**src/rtl/mmio_uart_tx.sv**
```systemverilog
// Memory-mapped 8N1 UART transmitter: stores to TX_ADDR queue bytes in a FIFO,
// a four-state FSM serializes them, and STATUS_ADDR exposes a pollable status word.
module mmio_uart_tx #(
  parameter int          CLKS_PER_BIT = 16,
  parameter int          FIFO_DEPTH   = 8,
  parameter logic [31:0] TX_ADDR      = 32'hFFFF_0000,
  parameter logic [31:0] STATUS_ADDR  = 32'hFFFF_0004
) (
  input  logic        clk,
  input  logic        reset,
  input  logic        MemWrite,
  input  logic [31:0] DataAdr,
  input  logic [31:0] WriteData,
  output logic [31:0] StatusRd,
  output logic        tx,
  output logic        busy,
  output logic [1:0]  state_dbg
);

  localparam int CNT_W  = $clog2(CLKS_PER_BIT);
  localparam int PTR_W  = $clog2(FIFO_DEPTH);
  localparam int FCNT_W = PTR_W + 1;
  localparam logic [CNT_W-1:0]  BAUD_LAST = CNT_W'(CLKS_PER_BIT - 1);
  localparam logic [FCNT_W-1:0] FULL_CNT  = FCNT_W'(FIFO_DEPTH);

  typedef enum logic [1:0] {IDLE, START, DATA, STOP} state_t;

  state_t             state, state_n;
  logic [CNT_W-1:0]   cnt, cnt_n;
  logic [2:0]         bit_idx, bit_n;
  logic [7:0]         sh, sh_n;
  logic               tx_n;

  logic [7:0]         mem [FIFO_DEPTH];
  logic [PTR_W-1:0]   rptr, wptr;
  logic [FCNT_W-1:0]  count;
  logic               overflow;

  logic fifo_empty, fifo_full, baud_done;
  logic pop, push_req, push, ovf_set, ovf_clr;
  logic unused_wdata;

  assign fifo_empty = (count == '0);
  assign fifo_full  = (count == FULL_CNT);
  assign baud_done  = (cnt == BAUD_LAST);

  // Push/pop contract: a push is accepted when the FIFO has room or the FSM
  // pops on the same edge; a refused push drops the byte and sets overflow.
  assign push_req = MemWrite && (DataAdr == TX_ADDR);
  assign push     = push_req && (!fifo_full || pop);
  assign ovf_set  = push_req && !push;
  assign ovf_clr  = MemWrite && (DataAdr == STATUS_ADDR) && WriteData[3];
  assign unused_wdata = ^WriteData[31:8];

  always_comb begin
    state_n = state;
    cnt_n   = cnt + 1'b1;
    bit_n   = bit_idx;
    sh_n    = sh;
    pop     = 1'b0;
    case (state)
      IDLE: begin
        cnt_n = '0;
        if (!fifo_empty) begin
          pop     = 1'b1;
          sh_n    = mem[rptr];
          state_n = START;
        end
      end
      START: begin
        if (baud_done) begin
          cnt_n   = '0;
          bit_n   = 3'd0;
          state_n = DATA;
        end
      end
      DATA: begin
        if (baud_done) begin
          cnt_n = '0;
          if (bit_idx == 3'd7) begin
            state_n = STOP;
          end else begin
            sh_n  = sh >> 1;
            bit_n = bit_idx + 3'd1;
          end
        end
      end
      STOP: begin
        if (baud_done) begin
          cnt_n = '0;
          // Chain straight into the next start bit when more data is waiting.
          if (!fifo_empty) begin
            pop     = 1'b1;
            sh_n    = mem[rptr];
            state_n = START;
          end else begin
            state_n = IDLE;
          end
        end
      end
      default: state_n = IDLE;
    endcase

    case (state_n)
      START:   tx_n = 1'b0;
      DATA:    tx_n = sh_n[0];
      default: tx_n = 1'b1;
    endcase
  end

  always_ff @(posedge clk or posedge reset) begin
    if (reset) begin
      state    <= IDLE;
      cnt      <= '0;
      bit_idx  <= 3'd0;
      sh       <= 8'h00;
      tx       <= 1'b1;
      rptr     <= '0;
      wptr     <= '0;
      count    <= '0;
      overflow <= 1'b0;
    end else begin
      state   <= state_n;
      cnt     <= cnt_n;
      bit_idx <= bit_n;
      sh      <= sh_n;
      tx      <= tx_n;
      if (push) wptr <= wptr + 1'b1;
      if (pop)  rptr <= rptr + 1'b1;
      case ({push, pop})
        2'b10:   count <= count + 1'b1;
        2'b01:   count <= count - 1'b1;
        default: count <= count;
      endcase
      if (ovf_set)      overflow <= 1'b1;
      else if (ovf_clr) overflow <= 1'b0;
    end
  end

  // Storage needs no reset: reads are always gated by count.
  always_ff @(posedge clk) begin
    if (push) mem[wptr] <= WriteData[7:0];
  end

  assign busy      = (state != IDLE);
  assign state_dbg = state;
  assign StatusRd  = (DataAdr == STATUS_ADDR) ?
                     {16'h0000, 8'(count), 4'h0, overflow, fifo_full, fifo_empty, busy} :
                     32'h0000_0000;

endmodule

```
**config.mk**
```make
export PLATFORM = sky130hd
export DESIGN_NAME = mmio_uart_tx
export DESIGN_NICKNAME = d
export VERILOG_FILES = /design/src/rtl/mmio_uart_tx.sv
export SDC_FILE = /design/constraint.sdc
export NUM_CORES = 1
export LEC_CHECK = 0
export CAP_MARGIN = 10
export CORE_ASPECT_RATIO = 1.1
export CORE_MARGIN = 8
export CORE_UTILIZATION = 50
export CTS_BUF_LIST = sky130_fd_sc_hd__clkbuf_4 sky130_fd_sc_hd__clkbuf_8 sky130_fd_sc_hd__clkbuf_16
export DETAILED_ROUTE_END_ITERATION = 12
export PLACE_DENSITY_LB_ADDON = 0.1
export SLEW_MARGIN = 10
export SYNTH_ARGS = -nofsm -noshare
export SYNTH_HDL_FRONTEND = slang
export SYNTH_SLANG_ARGS = --single-unit
```
**constraint.sdc**
```tcl
create_clock -name clk -period 3.4 [get_ports clk]
set_input_delay 0.68 -clock clk [delete_from_list [all_inputs] [get_ports clk]]
set_output_delay 0.68 -clock clk [all_outputs]
set_load 0.02 [all_outputs]
```
==> impl_metrics.prom, run 1 <==
# TYPE chip_impl_metric gauge
chip_impl_info{name="run_status",value="finished clean"} 1
chip_impl_metric{name="cap_violations",unit=""} 0
chip_impl_metric{name="share_of_layout_cells_above_drive_strength_1",unit="%"} 17.20
chip_impl_metric{name="grt_antenna_before_repair",unit=""} 0
chip_impl_metric{name="timing_max_transition_violations_final",unit=""} 0
chip_impl_metric{name="worst_slew_margin_rel",unit="%"} 46.93
chip_impl_metric{name="clk_transition_reported_paths",unit="ns"} 0.09
chip_impl_metric{name="powerDensity",unit="mW/mm^2"} 382.2
chip_impl_metric{name="hold_viol_final",unit=""} 0
chip_impl_metric{name="p_int",unit="mW"} 1.614
chip_impl_metric{name="antenna_violating_nets_left",unit=""} 0
chip_impl_metric{name="timing.final.crit_share",unit="%"} 95.31
chip_impl_metric{name="critical_path_buf_inv_count",unit=""} 3
chip_impl_info{name="path_class",value="input port to output port"} 1
chip_impl_metric{name="grt_first_pass_wirelength",unit="mm"} 15.30
chip_impl_metric{name="routed_wire_length_per_instance",unit="um"} 17.61
chip_impl_metric{name="power.share.sequential",unit="%"} 58.2
chip_impl_metric{name="die_area",unit="mm^2"} 0.01237
chip_impl_metric{name="drt_drc_violations_left",unit=""} 0
chip_impl_metric{name="die_width",unit="um"} 106.8
chip_impl_metric{name="total_leakage_power",unit="nW"} 2.066
chip_impl_info{name="worstReg2RegEnd",value="count[3]"} 1
chip_impl_info{name="worstPathCellList",value="clkdlybuf4s50_1 -> nand4_1 -> or4_4 -> nor3_1 -> buf_4 -> and2_1 -> dlygate4sd2_1"} 1
chip_impl_metric{name="vdd.ir_drop.worst",unit="mV"} 0.2986
chip_impl_metric{name="cts.sinks",unit=""} 93
chip_impl_metric{name="routed_wl",unit="mm"} 9.174
chip_impl_metric{name="synth.top_cell.area_share",unit="%"} 42.38
chip_impl_metric{name="count_of_flip_flops_with_a_built_in_enable_after_synthesis",unit=""} 64
chip_impl_info{name="route.top_layer_used",value="met4"} 1
chip_impl_metric{name="synth.yosys.seq_area_share",unit="%"} 58.42
chip_impl_metric{name="total_switching_power",unit="uW"} 467.1
chip_impl_info{name="worst_hold_path_class",value="flip-flop to flip-flop"} 1
chip_impl_metric{name="clockPowerShare",unit="%"} 37.4
chip_impl_metric{name="cts-htree-levels",unit=""} 3
chip_impl_metric{name="clk_path_buf_depth",unit=""} 2
chip_impl_metric{name="fill_cells",unit=""} 710
chip_impl_metric{name="comb_power_share",unit="%"} 4.4
chip_impl_metric{name="detailedRoute.firstIterationViolations",unit=""} 170
chip_impl_info{name="critical_path.endpoint",value="StatusRd[10]"} 1
chip_impl_metric{name="fp.dieH",unit="um"} 115.9
chip_impl_metric{name="max_slew.worst_pin.slew",unit="ns"} 0.7960
chip_impl_info{name="cpLargestDelayFamily",value="buffers and inverters"} 1
chip_impl_metric{name="worstSetupPathDepth",unit=""} 7
chip_impl_info{name="synth_common_cells",value="64 x sky130_fd_sc_hd__edfxtp_1, 28 x sky130_fd_sc_hd__dfrtp_1, 24 x sky130_fd_sc_hd__buf_4"} 1
chip_impl_metric{name="register_area",unit="mm^2"} 0.002649
chip_impl_metric{name="crit_required",unit="ns"} 2.72
chip_impl_metric{name="placed_area",unit="mm^2"} 0.005236
chip_impl_info{name="timing.rr.start",value="state_dbg[1]"} 1
chip_impl_info{name="setup.worst_path.start",value="DataAdr[31]"} 1
chip_impl_metric{name="route.vias.total",unit=""} 2878
chip_impl_metric{name="synth_area",unit="mm^2"} 0.004534
chip_impl_metric{name="worst-endpoint-arrival",unit="ns"} 2.56
chip_impl_metric{name="maximum_operating_frequency",unit="GHz"} 0.3086
chip_impl_metric{name="core",unit="mm^2"} 0.008828
chip_impl_metric{name="slowest_delay",unit="ns"} 0.56
chip_impl_metric{name="drt_pass1_iterations",unit=""} 4
chip_impl_metric{name="design_area",unit="mm^2"} 0.005445
chip_impl_metric{name="detailroute.wirelength.met2",unit="mm"} 4.715
chip_impl_metric{name="cp_max_fo",unit=""} 5
chip_impl_metric{name="area.growth.synth_to_final",unit="%"} 20.09
chip_impl_metric{name="swShare",unit="%"} 22.44
chip_impl_metric{name="globalRouteOverflowTotal",unit=""} 0
chip_impl_metric{name="wl_met1",unit="mm"} 4.001
chip_impl_metric{name="post_cts.repair.setup_buffers",unit=""} 0
chip_impl_metric{name="grt_pass1_vias",unit=""} 2865
chip_impl_metric{name="final_core_utilization",unit="%"} 61.68
chip_impl_info{name="end_kind",value="output port"} 1
chip_impl_metric{name="std_cell_rows",unit=""} 36
chip_impl_metric{name="setup_viol",unit=""} 0
chip_impl_info{name="synthFlopType",value="sky130_fd_sc_hd__edfxtp_1"} 1
chip_impl_info{name="unrepaired_setup_endpoints_after_global_routing",value="false"} 1
chip_impl_info{name="synth_top_area_cell",value="sky130_fd_sc_hd__edfxtp_1"} 1
chip_impl_metric{name="effective_utilization_at_floorplan",unit="%"} 51.36
chip_impl_metric{name="met3WireLength",unit="um"} 373
chip_impl_metric{name="cts_hold_buf",unit=""} 0
chip_impl_metric{name="min_period",unit="ns"} 3.240
chip_impl_metric{name="post_drt_via_cell_ratio",unit=""} 5.524
chip_impl_metric{name="worst_hold_slack",unit="ns"} 0.5019
chip_impl_metric{name="min_path_cells",unit=""} 1
chip_impl_metric{name="yosysWarningCount",unit=""} 0
chip_impl_metric{name="insertion_delay",unit="ns"} 0.35
chip_impl_metric{name="report.power.total",unit="mW"} 2.081
chip_impl_metric{name="r2r.worst_path.cells",unit=""} 12
chip_impl_metric{name="place.detailed.hpwl",unit="mm"} 6.714
chip_impl_info{name="top_count_cell_post_synth",value="sky130_fd_sc_hd__edfxtp_1"} 1
chip_impl_metric{name="synthesis.instances",unit=""} 327
chip_impl_metric{name="final_nets",unit=""} 482
chip_impl_metric{name="ff2ff_setup_slack",unit="ns"} 0.75
chip_impl_metric{name="async_flop_share",unit="%"} 31.18
chip_impl_metric{name="fin_skew",unit="ns"} 0.007366
chip_impl_metric{name="floorplan.io_pins",unit=""} 103
chip_impl_info{name="cts_tree",value="done"} 1
chip_impl_metric{name="multi_input_comb_area",unit="mm^2"} 0.001690
chip_impl_metric{name="routability_congestion",unit=""} 0.7835
chip_impl_info{name="netlist_top_cells_area",value="sky130_fd_sc_hd__edfxtp_1 42%, sky130_fd_sc_hd__dfrtp_1 15%, sky130_fd_sc_hd__mux4_2 7.9%, sky130_fd_sc_hd__buf_4 4.0%, sky130_fd_sc_hd__ha_1 3.3%"} 1
chip_impl_metric{name="seq_cells_post_synth",unit=""} 93
chip_impl_metric{name="synthDistinctLibCells",unit=""} 60
chip_impl_info{name="cts_root_buffer",value="sky130_fd_sc_hd__clkbuf_8"} 1
chip_impl_metric{name="cts_inserted_buffers",unit=""} 9
chip_impl_metric{name="buffer_ports.inserted",unit=""} 54
chip_impl_metric{name="antenna-diode-count",unit=""} 0
chip_impl_metric{name="gr-usage-all-layers",unit="%"} 15.78
chip_impl_info{name="type_of_origin_of_the_critical_path",value="input port"} 1
chip_impl_metric{name="largest_net_degree_at_the_start_of_global_routing",unit=""} 30
chip_impl_metric{name="postSynthAreaPerCell",unit="um^2"} 13.87
chip_impl_info{name="cpMaxStageDelayCell",value="sky130_fd_sc_hd__or4_4"} 1
==> cells by family (layout without fill, tap and decap cells) <==
kind of cell               count (synthesis)  count (layout)  share of synthesized area [%]
and+or+nand+nor                           97              97                          12.06
other                                      1              24                        0.08270
muxes                                     25              25                          9.962
adders and majority gates                 13              13                          3.753
xor gates and xnor gates                   7               7                          1.352
AOI/OAI and AO/OA                         45              45                          8.085
DFF                                       93              93                          58.42
buffers and inverters                     46             103                          6.291
==> cell usage in the layout, fill, tap and decap left out, drive strengths merged, types with 7 or more instances in the layout <==
cell type,n
edfxtp,64
clkdlybuf4s50,46
dfrtp,28
buf,25
conb,24
nor2,21
nand2,18
mux4,16
ha,12
inv,12
nand3,11
nor3,10
nor4,9
clkbuf,9
mux2i,8
dlygate4sd2,8
o21ai,7
==> worst min-delay path by stage <==
stage | startpoint | to
after floorplan | overflow | overflow
after global placement | overflow | overflow
after detailed placement | cnt[0] | cnt[0]
after CTS | cnt[0] | cnt[0]
after global routing | sh[7] | sh[7]
final | cnt[0] | cnt[0]
==> what timing repair did <==
action / in CTS / in global routing
pin swaps: 0 / 0
resized for setup: 8 / 1
endpoints found under the setup margin: 8 / 6
==> cell type report <==
class / count / area share, %
Tap cell: 114 / 2.619
Clock buffer: 9 / 2.275
Clock inverter: 7 / 1.677
Timing Repair Buffer: 79 / 13.19
Sequential cell: 93 / 48.64
Inverter: 8 / 0.5515
Multi-Input combinational cell: 211 / 31.04
==> stage by stage <==
stage	worst slack (ns)	cells	setup TNS (ns)
after floorplan	0.3231	350	0
after global placement	-0.2222	505	-1.639
after detailed placement	-0.2014	505	-1.639
after CTS	0.07180	521	0
after global routing	0.04806	521	0
final	0.1596	521	0
==> registers in the layout (all words and copies together) (netlist names) <==
signal and cells:
sh 8, mem 64, rptr 3, wptr 3, tx 1, bit_idx 3
state_dbg 2, count 4, overflow 1, cnt 4
==> layer usage <==
layer  track usage [%]  up-vias
li1                  -     1361
met1             20.16     1451
met2             26.84       56
met3             2.781       10
met4             4.601        0
met5                 0        -
==> worst reg2reg max path: stages (launching register included) <==
cell                        delay (ns)
sky130_fd_sc_hd__dfrtp_1          0.44
sky130_fd_sc_hd__ha_1             0.37
sky130_fd_sc_hd__a41oi_4          0.20
sky130_fd_sc_hd__nor3_1           0.32
sky130_fd_sc_hd__nand2_1          0.14
sky130_fd_sc_hd__inv_1            0.09
sky130_fd_sc_hd__ha_1             0.23
sky130_fd_sc_hd__a21o_1           0.17
sky130_fd_sc_hd__a21oi_1          0.14
sky130_fd_sc_hd__buf_4            0.16
sky130_fd_sc_hd__nand3_1          0.07
sky130_fd_sc_hd__o2bb2ai_1        0.15
sky130_fd_sc_hd__a31oi_1          0.05
==> power groups by stage <==
stage               Clock, mW  Sequential, mW  Combinational, mW
floorplan                   0            1.24             0.0533
global placement            0            1.24             0.0908
detailed placement          0            1.24             0.0923
CTS                     0.798            1.21             0.0926
global route            0.840            1.21              0.101
finish                  0.778            1.21             0.0926
No activity file was read; power rests on OpenSTA's default activity.
==> run 2, diff against run 1 <==
- CORE_UTILIZATION: 50 -> 52
- CTS_BUF_LIST: sky130_fd_sc_hd__clkbuf_4 sky130_fd_sc_hd__clkbuf_8 sky130_fd_sc_hd__clkbuf_16 -> sky130_fd_sc_hd__clkbuf_8
- CTS_CLUSTER_DIAMETER: default -> 40
==> run 2 against run 1 <==
Effect of this change:
- clock power decreased by 6.9%
- final cell count decreased by 0.38%
- sequential share of layout area increased by 0.18 points
- sequential cell count unchanged
- sequential power about the same
- core utilization increased by 2.8 points
- worst hold slack got worse by 0.0045 ns
- non-clock buffer count increased by 1
- critical path depth increased by 7
- global-route usage increased by 0.99 points
==> impl_metrics.prom, run 2 (synthesis gave the netlist of run 1 again) <==
# TYPE chip_impl_metric gauge
chip_impl_info{name="mostFrequentLayoutCells",value="64 x sky130_fd_sc_hd__edfxtp_1, 46 x sky130_fd_sc_hd__clkdlybuf4s50_1, 28 x sky130_fd_sc_hd__dfrtp_1, 26 x sky130_fd_sc_hd__buf_4, 24 x sky130_fd_sc_hd__conb_1"} 1
chip_impl_metric{name="worst_hold_slack",unit="ns"} 0.4975
chip_impl_info{name="cts_tree",value="done"} 1
chip_impl_metric{name="min_period",unit="ns"} 3.283
chip_impl_metric{name="largest_register_ffs",unit=""} 64
chip_impl_info{name="largestRegisters",value="mem: 64 flops, sh: 8 flops"} 1
chip_impl_metric{name="gr-usage-all-layers",unit="%"} 16.78
chip_impl_metric{name="fill_cells",unit=""} 662
chip_impl_metric{name="antenna-diode-count",unit=""} 0
chip_impl_metric{name="route.vias.total",unit=""} 2851
chip_impl_metric{name="worst-endpoint-arrival",unit="ns"} 3.51
chip_impl_metric{name="cap_violations",unit=""} 0
chip_impl_metric{name="die_width",unit="um"} 105.0
chip_impl_info{name="cts_root_buffer",value="sky130_fd_sc_hd__clkbuf_8"} 1
chip_impl_info{name="path_class",value="input port to flip-flop"} 1
chip_impl_metric{name="antenna_violating_nets_left",unit=""} 0
chip_impl_info{name="route.top_layer_used",value="met4"} 1
chip_impl_metric{name="fin_skew",unit="ns"} 0.01330
chip_impl_metric{name="wl_met1",unit="mm"} 3.991
chip_impl_info{name="layout.cells.most_common",value="sky130_fd_sc_hd__edfxtp_1"} 1
chip_impl_metric{name="largest_net_degree_at_the_start_of_global_routing",unit=""} 30
chip_impl_info{name="type_of_origin_of_the_critical_path",value="input port"} 1
chip_impl_metric{name="min_path_cells",unit=""} 1
chip_impl_metric{name="vdd.ir_drop.worst",unit="mV"} 0.2922
chip_impl_metric{name="ff2ff_setup_slack",unit="ns"} 0.75
chip_impl_metric{name="place.detailed.hpwl",unit="mm"} 6.828
chip_impl_metric{name="max_slew.worst_pin.slew",unit="ns"} 0.8450
chip_impl_metric{name="maximum_operating_frequency",unit="GHz"} 0.3046
chip_impl_metric{name="detailedRoute.firstIterationViolations",unit=""} 182
chip_impl_metric{name="crit_required",unit="ns"} 3.63
chip_impl_metric{name="drt_pass1_iterations",unit=""} 4
chip_impl_metric{name="routability_congestion",unit=""} 0.8107
chip_impl_metric{name="std_cell_rows",unit=""} 35
chip_impl_metric{name="post_drt_via_cell_ratio",unit=""} 5.493
chip_impl_metric{name="share_of_layout_cells_above_drive_strength_1",unit="%"} 16.91
chip_impl_metric{name="cts.sinks",unit=""} 93
chip_impl_metric{name="routed_wl",unit="mm"} 9.474
chip_impl_metric{name="area.growth.synth_to_final",unit="%"} 19.65
chip_impl_info{name="timing.rr.start",value="state_dbg[1]"} 1
chip_impl_metric{name="globalRouteOverflowTotal",unit=""} 0
chip_impl_metric{name="effective_utilization_at_floorplan",unit="%"} 53.93
chip_impl_metric{name="timing_max_transition_violations_final",unit=""} 0
chip_impl_metric{name="cp_max_fo",unit=""} 6
chip_impl_metric{name="report.power.total",unit="mW"} 2.028
chip_impl_metric{name="buffer_ports.inserted",unit=""} 54
chip_impl_info{name="min_to",value="overflow"} 1
chip_impl_metric{name="worst_slew_margin_rel",unit="%"} 43.67
chip_impl_metric{name="grt_first_pass_wirelength",unit="mm"} 15.55
chip_impl_info{name="worstReg2RegEnd",value="mem[0][0]"} 1
chip_impl_info{name="hp-start",value="overflow"} 1
chip_impl_metric{name="grt_pass1_vias",unit=""} 3028
chip_impl_metric{name="final_nets",unit=""} 483
chip_impl_metric{name="insertion_delay",unit="ns"} 0.36
chip_impl_metric{name="hold_viol_final",unit=""} 0
chip_impl_metric{name="clk_transition_reported_paths",unit="ns"} 0.09
chip_impl_info{name="worst_hold_path_class",value="flip-flop to flip-flop"} 1
chip_impl_metric{name="r2r.worst_path.cells",unit=""} 6
chip_impl_metric{name="core",unit="mm^2"} 0.008408
chip_impl_metric{name="cts-htree-levels",unit=""} 3
chip_impl_info{name="end_kind",value="flip-flop"} 1
chip_impl_metric{name="routed_wire_length_per_instance",unit="um"} 18.25
chip_impl_metric{name="grt_antenna_before_repair",unit=""} 0
chip_impl_info{name="run_status",value="finished clean"} 1
chip_impl_metric{name="total_leakage_power",unit="nW"} 2.070
chip_impl_metric{name="die_area",unit="mm^2"} 0.01197
chip_impl_metric{name="cts_inserted_buffers",unit=""} 9
chip_impl_metric{name="powerDensity",unit="mW/mm^2"} 373.8
chip_impl_metric{name="floorplan.io_pins",unit=""} 103
chip_impl_metric{name="met3WireLength",unit="um"} 488
chip_impl_metric{name="timing.final.crit_share",unit="%"} 96.56
chip_impl_metric{name="clk_path_buf_depth",unit=""} 2
chip_impl_metric{name="drt_drc_violations_left",unit=""} 0
chip_impl_info{name="unrepaired_setup_endpoints_after_global_routing",value="false"} 1
chip_impl_metric{name="fp.dieH",unit="um"} 113.9
chip_impl_metric{name="detailroute.wirelength.met2",unit="mm"} 4.926
chip_impl_metric{name="setup_viol",unit=""} 0
chip_impl_info{name="max_flop_register",value="mem"} 1
## run 2: changes by cell type in the layout (fill, tap and decap cells not counted), sizes merged
cell    before  now
inv         12   11
clkinv       1    2
buf         25   26
## run 2: layout make-up
class / instances / area (um^2) / share of cell area, %
flip-flops and latches: 93 / 2649 / 48.82
clock buffers: 9 / 123.9 / 2.283
inverters: 8 / 30.03 / 0.5535
clock inverters: 7 / 67.56 / 1.245
well taps: 111 / 138.9 / 2.560
repair buffers: 80 / 725.7 / 13.38
multi-input cells: 211 / 1690 / 31.16
## run 2: repair_timing
item | 4_1_cts | 5_1_grt
hold buffers | 0 | 0
gates resized for setup | 8 | 1
buffers inserted | 0 | 0
endpoints found under the hold margin | 0 | 0
setup endpoints to repair | 8 | 1
## run 2: critical path, stage by stage
cell                              delay (ns)
sky130_fd_sc_hd__clkdlybuf4s50_1        0.46
sky130_fd_sc_hd__nand4_1                0.09
sky130_fd_sc_hd__or4_4                  0.55
sky130_fd_sc_hd__buf_4                  0.17
sky130_fd_sc_hd__or3_4                  0.36
sky130_fd_sc_hd__nand2_1                0.08
sky130_fd_sc_hd__inv_1                  0.06
sky130_fd_sc_hd__ha_1                   0.26
sky130_fd_sc_hd__a21o_1                 0.17
sky130_fd_sc_hd__a21oi_1                0.17
sky130_fd_sc_hd__buf_4                  0.16
sky130_fd_sc_hd__nand3_1                0.07
sky130_fd_sc_hd__o2bb2ai_1              0.16
sky130_fd_sc_hd__a31oi_1                0.05
## run 2: worst max-delay path by stage
stage,slack (ns),from,endpoint,depth (start not counted)
floorplan,0.32,DataAdr[22],count[3],12
global placement,-0.25,DataAdr[31],count[3],14
detailed placement,-0.29,DataAdr[18],count[3],14
CTS,0.09,DataAdr[18],StatusRd[1],6
global route,0.03,DataAdr[21],count[3],14
finish,0.12,DataAdr[18],count[3],14
## run 2: routing by layer
layer	GRT usage, %	vias to the layer above
li1	-	1365
met1	19.07	1414
met3	5.584	6
met4	4.857	0
met5	0	-
met2	29.37	66
## run 2: stage by stage
| stage | instances | util, % | setup slack (ns) | area, um^2 | setup TNS, ns |
|---|---|---|---|---|---|
| floorplan | 350 | - | 0.3231 | 4621 | 0 |
| global placement | 503 | 62.32 | -0.2508 | 5240 | -1.354 |
| detailed placement | 503 | 62.32 | -0.2866 | 5240 | -1.547 |
| CTS | 519 | 64.48 | 0.08911 | 5421 | 0 |
| global route | 519 | 64.52 | 0.03222 | 5425 | 0 |
| finish | 519 | 64.52 | 0.1170 | 5425 | 0 |
## run 2: power by group
| group | total, mW | switching, mW | internal, mW |
|---|---|---|---|
| Sequential | 1.21 | 0.00000000158 | 1.21 |
| Combinational | 0.0937 | 0.0494 | 0.0443 |
| Clock | 0.724 | 0.386 | 0.338 |
| Total | 2.03 | 0.435 | 1.59 |
